$ cat src/rtl/proj_pkg.sv
// Shared types and screen bounds for the player projectile pool.
package proj_pkg;

   typedef enum logic {DIR_LEFT = 1'b0, DIR_RIGHT = 1'b1} dir_t;
   typedef enum logic {SLOT_IDLE = 1'b0, SLOT_FLYING = 1'b1} slot_state_t;

   localparam int unsigned SCREEN_X_MIN = 0;
   localparam int unsigned SCREEN_X_MAX = 639;

endpackage

$ cat src/rtl/projectile_slot.sv
// One projectile: idle/flying FSM, position and direction, with an 11-bit bounds check
// so a step can never wrap the 10-bit X into a live out-of-range value.
module projectile_slot
   import proj_pkg::*;
#(
   parameter int unsigned STEP  = 10,
   parameter int unsigned X_MIN = SCREEN_X_MIN,
   parameter int unsigned X_MAX = SCREEN_X_MAX
) (
   input  logic       clk,
   input  logic       rst_n,
   input  logic       spawn,
   input  logic [9:0] spawn_x,
   input  logic [9:0] spawn_y,
   input  dir_t       spawn_dir,
   input  logic       hit,
   output logic [9:0] x,
   output logic [9:0] y,
   output logic       active
);

   localparam logic [10:0] Step11 = 11'(STEP);
   localparam logic [10:0] XMin11 = 11'(X_MIN);
   localparam logic [10:0] XMax11 = 11'(X_MAX);
   localparam logic [9:0]  Step10 = 10'(STEP);

   slot_state_t state_q;
   dir_t        dir_q;
   logic [9:0]  x_q, y_q;
   logic [10:0] x_ext;
   logic        off_right, off_left;

   assign x_ext     = {1'b0, x_q};
   assign off_right = (x_ext + Step11) > XMax11;
   assign off_left  = x_ext < (XMin11 + Step11);

   always_ff @(posedge clk or negedge rst_n) begin
      if (!rst_n) begin
         state_q <= SLOT_IDLE;
         dir_q   <= DIR_LEFT;
         x_q     <= '0;
         y_q     <= '0;
      end else begin
         unique case (state_q)
            SLOT_IDLE: begin
               if (spawn) begin
                  state_q <= SLOT_FLYING;
                  dir_q   <= spawn_dir;
                  x_q     <= spawn_x;
                  y_q     <= spawn_y;
               end
            end
            SLOT_FLYING: begin
               // Hit beats despawn beats move; X/Y are left as-is on despawn.
               if (hit) begin
                  state_q <= SLOT_IDLE;
               end else if (dir_q == DIR_RIGHT) begin
                  if (off_right) state_q <= SLOT_IDLE;
                  else           x_q     <= x_q + Step10;
               end else begin
                  if (off_left) state_q <= SLOT_IDLE;
                  else          x_q     <= x_q - Step10;
               end
            end
         endcase
      end
   end

   assign x      = x_q;
   assign y      = y_q;
   assign active = (state_q == SLOT_FLYING);

endmodule

$ cat src/rtl/projectile_pool.sv
// Pool of player projectiles: fire-key edge detect, shot cooldown, lowest-free-slot
// allocation and packing of per-slot state for the colour mapper and collision logic.
module projectile_pool
   import proj_pkg::*;
#(
   parameter int unsigned NUM_SLOTS = 4,
   parameter int unsigned STEP      = 10,
   parameter int unsigned X_MIN     = SCREEN_X_MIN,
   parameter int unsigned X_MAX     = SCREEN_X_MAX,
   parameter logic [7:0]  FIRE_KEY  = 8'd13,
   parameter int unsigned COOLDOWN  = 8,
   parameter int unsigned PROJ_SIZE = 4
) (
   input  logic                   frame_clk,
   input  logic                   Reset_n,
   input  logic [7:0]             keycode,
   input  logic [9:0]             player_x,
   input  logic [9:0]             player_y,
   input  logic                   facing,
   input  logic [NUM_SLOTS-1:0]   hit,
   output logic [10*NUM_SLOTS-1:0] proj_x,
   output logic [10*NUM_SLOTS-1:0] proj_y,
   output logic [NUM_SLOTS-1:0]   proj_active,
   output logic [9:0]             proj_size,
   output logic                   fire_ack,
   output logic                   pool_full
);

   logic [7:0]           prev_key_q;
   logic [7:0]           cooldown_q;
   logic                 fire_req;
   logic                 accept;
   logic                 found;
   logic [NUM_SLOTS-1:0] spawn_vec;
   dir_t                 spawn_dir;

   assign pool_full = &proj_active;
   assign fire_req  = (keycode == FIRE_KEY) && (prev_key_q != FIRE_KEY);
   assign accept    = fire_req && (cooldown_q == 8'd0) && !pool_full;
   assign spawn_dir = facing ? DIR_RIGHT : DIR_LEFT;
   assign proj_size = 10'(PROJ_SIZE);

   // Allocation looks at the pre-edge active vector, so a slot freed this frame waits a frame.
   always_comb begin
      spawn_vec = '0;
      found     = 1'b0;
      for (int i = 0; i < NUM_SLOTS; i++) begin
         if (!proj_active[i] && !found) begin
            spawn_vec[i] = accept;
            found        = 1'b1;
         end
      end
   end

   always_ff @(posedge frame_clk or negedge Reset_n) begin
      if (!Reset_n) begin
         prev_key_q <= '0;
         cooldown_q <= '0;
         fire_ack   <= 1'b0;
      end else begin
         prev_key_q <= keycode;
         fire_ack   <= accept;
         if (accept)                  cooldown_q <= 8'(COOLDOWN);
         else if (cooldown_q != 8'd0) cooldown_q <= cooldown_q - 8'd1;
      end
   end

   for (genvar g = 0; g < NUM_SLOTS; g++) begin : g_slot
      projectile_slot #(
         .STEP  (STEP),
         .X_MIN (X_MIN),
         .X_MAX (X_MAX)
      ) u_slot (
         .clk       (frame_clk),
         .rst_n     (Reset_n),
         .spawn     (spawn_vec[g]),
         .spawn_x   (player_x),
         .spawn_y   (player_y),
         .spawn_dir (spawn_dir),
         .hit       (hit[g]),
         .x         (proj_x[10*g +: 10]),
         .y         (proj_y[10*g +: 10]),
         .active    (proj_active[g])
      );
   end

endmodule

$ cat config.mk
export PLATFORM = sky130hd
export DESIGN_NAME = projectile_pool
export DESIGN_NICKNAME = d
export VERILOG_FILES = /design/src/rtl/proj_pkg.sv /design/src/rtl/projectile_slot.sv /design/src/rtl/projectile_pool.sv
export SDC_FILE = /design/constraint.sdc
export NUM_CORES = 1
export LEC_CHECK = 0
export ABC_AREA = 1
export BUFFER_PORTS_ARGS = -buffer_cell sky130_fd_sc_hd__buf_2
export CORE_ASPECT_RATIO = 1.75
export CORE_UTILIZATION = 50
export CTS_CLUSTER_SIZE = 14
export DETAILED_ROUTE_END_ITERATION = 6
export GPL_TIMING_DRIVEN = 0
export PLACE_DENSITY_LB_ADDON = 0.25
export SYNTH_ARGS = -nofsm -noshare
export SYNTH_HDL_FRONTEND = slang
export SYNTH_SLANG_ARGS = --single-unit
$ cat constraint.sdc
create_clock -name frame_clk -period 4.7 [get_ports frame_clk]
set_input_delay 0.235 -clock frame_clk [delete_from_list [all_inputs] [get_ports frame_clk]]
set_output_delay 0.235 -clock frame_clk [all_outputs]
set_load 0.01 [all_outputs]
==> metrics <==
status=complete, no violations; ANT nets after route=0; Final Hold Viols=0; register area share after synthesis=0.4107; largest net degree at the start of global routing=61; crit path DAT=2.83 ns; peak supply drop=218.8 uV; clock buffer depth=2; Worst Hold Endpoint=prev_key_q[3]$_DFF_PN0_; Syn Inst Count=885; vias in the first global route=5,770; ys flop type=dfrtp_1; leakage power=4.273 nW; Sequential Power Share=0.513; WHS Path Cells=1; row cnt=54; WL met1=7.173 mm; WS Path Type=input pin to flip-flop; Worst setup EP type=flip-flop; Async S/R FF share, synth=1.000; R2R Path End=g_slot[3].u_slot.x[5]$_DFFE_PN0P_; Max Used Layer=met4; # diodes=0; Worst-Skew Late Latency=0.35 ns; first-pass GRT wire length=28.50 mm; post-synth cell types=39; Post-Synth XOR/XNOR Area=0.02464; compound-cell area share of the yosys netlist=0.1301; fin crit share=0.5492; H-Tree Depth=3; Adder-Cell Fraction of Synth Area=0.02543; share of the synthesized area in the top cell type=0.4107; Tightest Pin Transition=0.7754 ns; die width=87.51 um; startpoint types=input pin; FF+latch count, synth=105; PostCTS Resize Cnt=0; Layout Skew=0.008274 ns; Gate power share=0.106; initial antenna violation count=0; Net Sw Frac=0.2722; CTS tree=done; DR WL met2=9.064 mm; Hold Crit Class=input pin to flip-flop; via count=6,270; port bufs=120; clk slew on worst S/H paths=0.08 ns; count leader, synth=nand2_1; Power Density=250.6 nW/um^2; dpl ws=2.396 ns; met3 wire length=782 um; post-synthesis mux area share=0; nets@finish=1,080; Pint=0.001390 W; top cells by count, synth=nand2_1, dfrtp_1, inv_1, o21ai_0, nand3_1; Setup-failing EPs final=0; sum of negative setup slack=0 ns; Post-synth EDFFs=0; Max-Slew Margin vs Limit=0.4831; clock root buffer=clkbuf_16; dominant cells by area after synthesis=dfrtp_1, nand2_1, o21ai_0; area of the die=13,270 sq um; hpwl dp=13.44 mm; share of cells above drive strength 1=0.1890; die span in y=151.6 um; min Tclk post-route=2.581 ns; FF-to-FF path depth=13; HP Start=keycode[3]; Clock Power Share=0.382; main combinational cell family by area after synthesis=simple AND/OR/NAND/NOR gates; CP required=4.95 ns; setup bufs post-CTS=0; fin cells=1,205; maximum fanout along the worst path=10; r2r startpoint=g_slot[3].u_slot.x[1]$_DFFE_PN0P_; 1st-pass router iterations=5; total track usage=0.2849; dominant cell type by area after synthesis=dfrtp_1; TritonCTS buffer count=9; Synth Area in Simple Gates=0.3131; area of the mapped netlist=6397 sq um; fmax=387.4 MHz; DR iter-0 viols=306; GRT overflow=0; initial cell density of the core=0.5118; switching power=0.0005198 W; core area=12,500 sq um; reg2reg setup slack=2.46 ns; final worst slack=2.119 ns; yosys warns=0; area growth from synthesis to layout=19.11%; Routed Wire Length=17.99 mm; placed instance count=1,182; wire length per cell after detailed routing=14.93 um; Synth Area per Inst=7.229 sq um; Sink Count=105; RSZ-0062 raised after global routing=no; DRC viols=0; GPL Wtd Cong=0.9029; I/O pins=131; # fillers=1,198; fin. max-slew vios=0; maxcap violations=0; Vias/cell=5.203
==> routing by layer <==
metal  vias to the layer above  track usage
li1                       3122            -
met4                         0       0.1738
met1                      2898       0.3320
met2                       191       0.4891
met3                        59      0.04009
met5                         -            0
==> power groups by stage <==
stage	registers [W]	clock network, W	logic [W]
global placement	0.000995	0	0.000190
detailed placement	0.000995	0	0.000197
global route	0.000985	0.000769	0.000234
finish	0.000979	0.000729	0.000202
CTS	0.000978	0.000742	0.000204
floorplan	0.000991	0	0.000123
==> registers in the layout (all words and copies together) (netlist names) <==
name                  count
g_slot.u_slot.dir_q       4
g_slot.u_slot.y          40
g_slot.u_slot.x          40
fire_ack                  1
g_slot.u_slot.active      4
cooldown_q                8
prev_key_q                8
==> cells in the final DEF (no fill, tap or decap), types with 2 or more instances in the layout <==
| cell | count |
|---|---|
| a21oi_1 | 13 |
| a31oi_1 | 11 |
| buf_2 | 127 |
| buf_4 | 15 |
| buf_6 | 3 |
| clkbuf_1 | 18 |
| clkbuf_16 | 9 |
| clkinv_1 | 2 |
| clkinv_4 | 2 |
| conb_1 | 10 |
| dfrtp_1 | 105 |
| dlygate4sd3_1 | 7 |
| ha_1 | 13 |
| inv_1 | 92 |
| inv_2 | 3 |
| inv_8 | 2 |
| nand2_1 | 281 |
| nand2_4 | 8 |
| nand3_1 | 86 |
| nand4_1 | 8 |
| nor2_1 | 58 |
| nor2_2 | 3 |
| nor3_1 | 2 |
| nor4_1 | 4 |
| o211ai_1 | 5 |
| o21ai_0 | 89 |
| o21ai_1 | 13 |
| o21ai_2 | 12 |
| o22ai_1 | 2 |
| xor2_1 | 18 |
==> worst max-delay path, cell delays in order <==
cell           delay (ns)
dlygate4sd3_1        0.52
buf_2                0.13
nor4_1               0.36
nand2_1              0.11
nor2_1               0.51
nand4_2              0.38
o21ai_4              0.27
nand2_4              0.16
nand2_1              0.09
nand2_1              0.05
==> kinds of logic after synthesis <==
group,count (synthesis)
AOI/OAI and AO/OA,148
xor gates and xnor gates,18
DFF,105
adders and majority gates,13
buffers and inverters,139
and+or+nand+nor,460
other,2
==> metrics by stage <==
stage | hold WS, ns | utilization | cell area, sq um | total power, W
floorplan | -0.06059 | - | 6427 | 0.001114
global placement | 0.3591 | 0.5791 | 7238 | 0.001185
detailed placement | 0.3639 | 0.5815 | 7268 | 0.001192
CTS | 0.0005539 | 0.6096 | 7620 | 0.001924
global route | 0.001601 | 0.6096 | 7620 | 0.001987
finish | 0.01136 | 0.6096 | 7620 | 0.001910
==> cell type report <==
cell class                 instances  area [sq um]  share of cell area
sequential                       105          2628              0.3448
clock inverter                     6         52.55            0.006897
inverter                          97         364.1             0.04778
buffer                            42         242.7             0.03186
clock buffer                      10         229.0             0.03005
timing repair buffer             128         700.7             0.09195
multi-input combinational        649          3193              0.4190
tap                              168         210.2             0.02759
==> worst max path at each step <==
stage / startpoint / to / slack [ns] / cells after the start
floorplan: g_slot[3].u_slot.x[1]$_DFFE_PN0P_ / g_slot[3].u_slot.x[3]$_DFFE_PN0P_ / 2.82 / 13
global placement: Reset_n / g_slot[3].u_slot.x[6]$_DFFE_PN0P_ / 2.20 / 1
detailed placement: keycode[5] / g_slot[3].u_slot.x[5]$_DFFE_PN0P_ / 2.40 / 9
CTS: keycode[5] / g_slot[3].u_slot.x[5]$_DFFE_PN0P_ / 2.22 / 10
global route: keycode[5] / g_slot[3].u_slot.x[5]$_DFFE_PN0P_ / 1.97 / 10
finish: keycode[5] / g_slot[3].u_slot.x[5]$_DFFE_PN0P_ / 2.12 / 10
==> timing repair <==
| item | 4_1_cts | 5_1_grt |
|---|---|---|
| setup endpoints to repair | 0 | 0 |
| endpoints found under the hold margin | 29 | 0 |
| hold buffers | 7 | 0 |
Power figures use the tool's default switching activity.
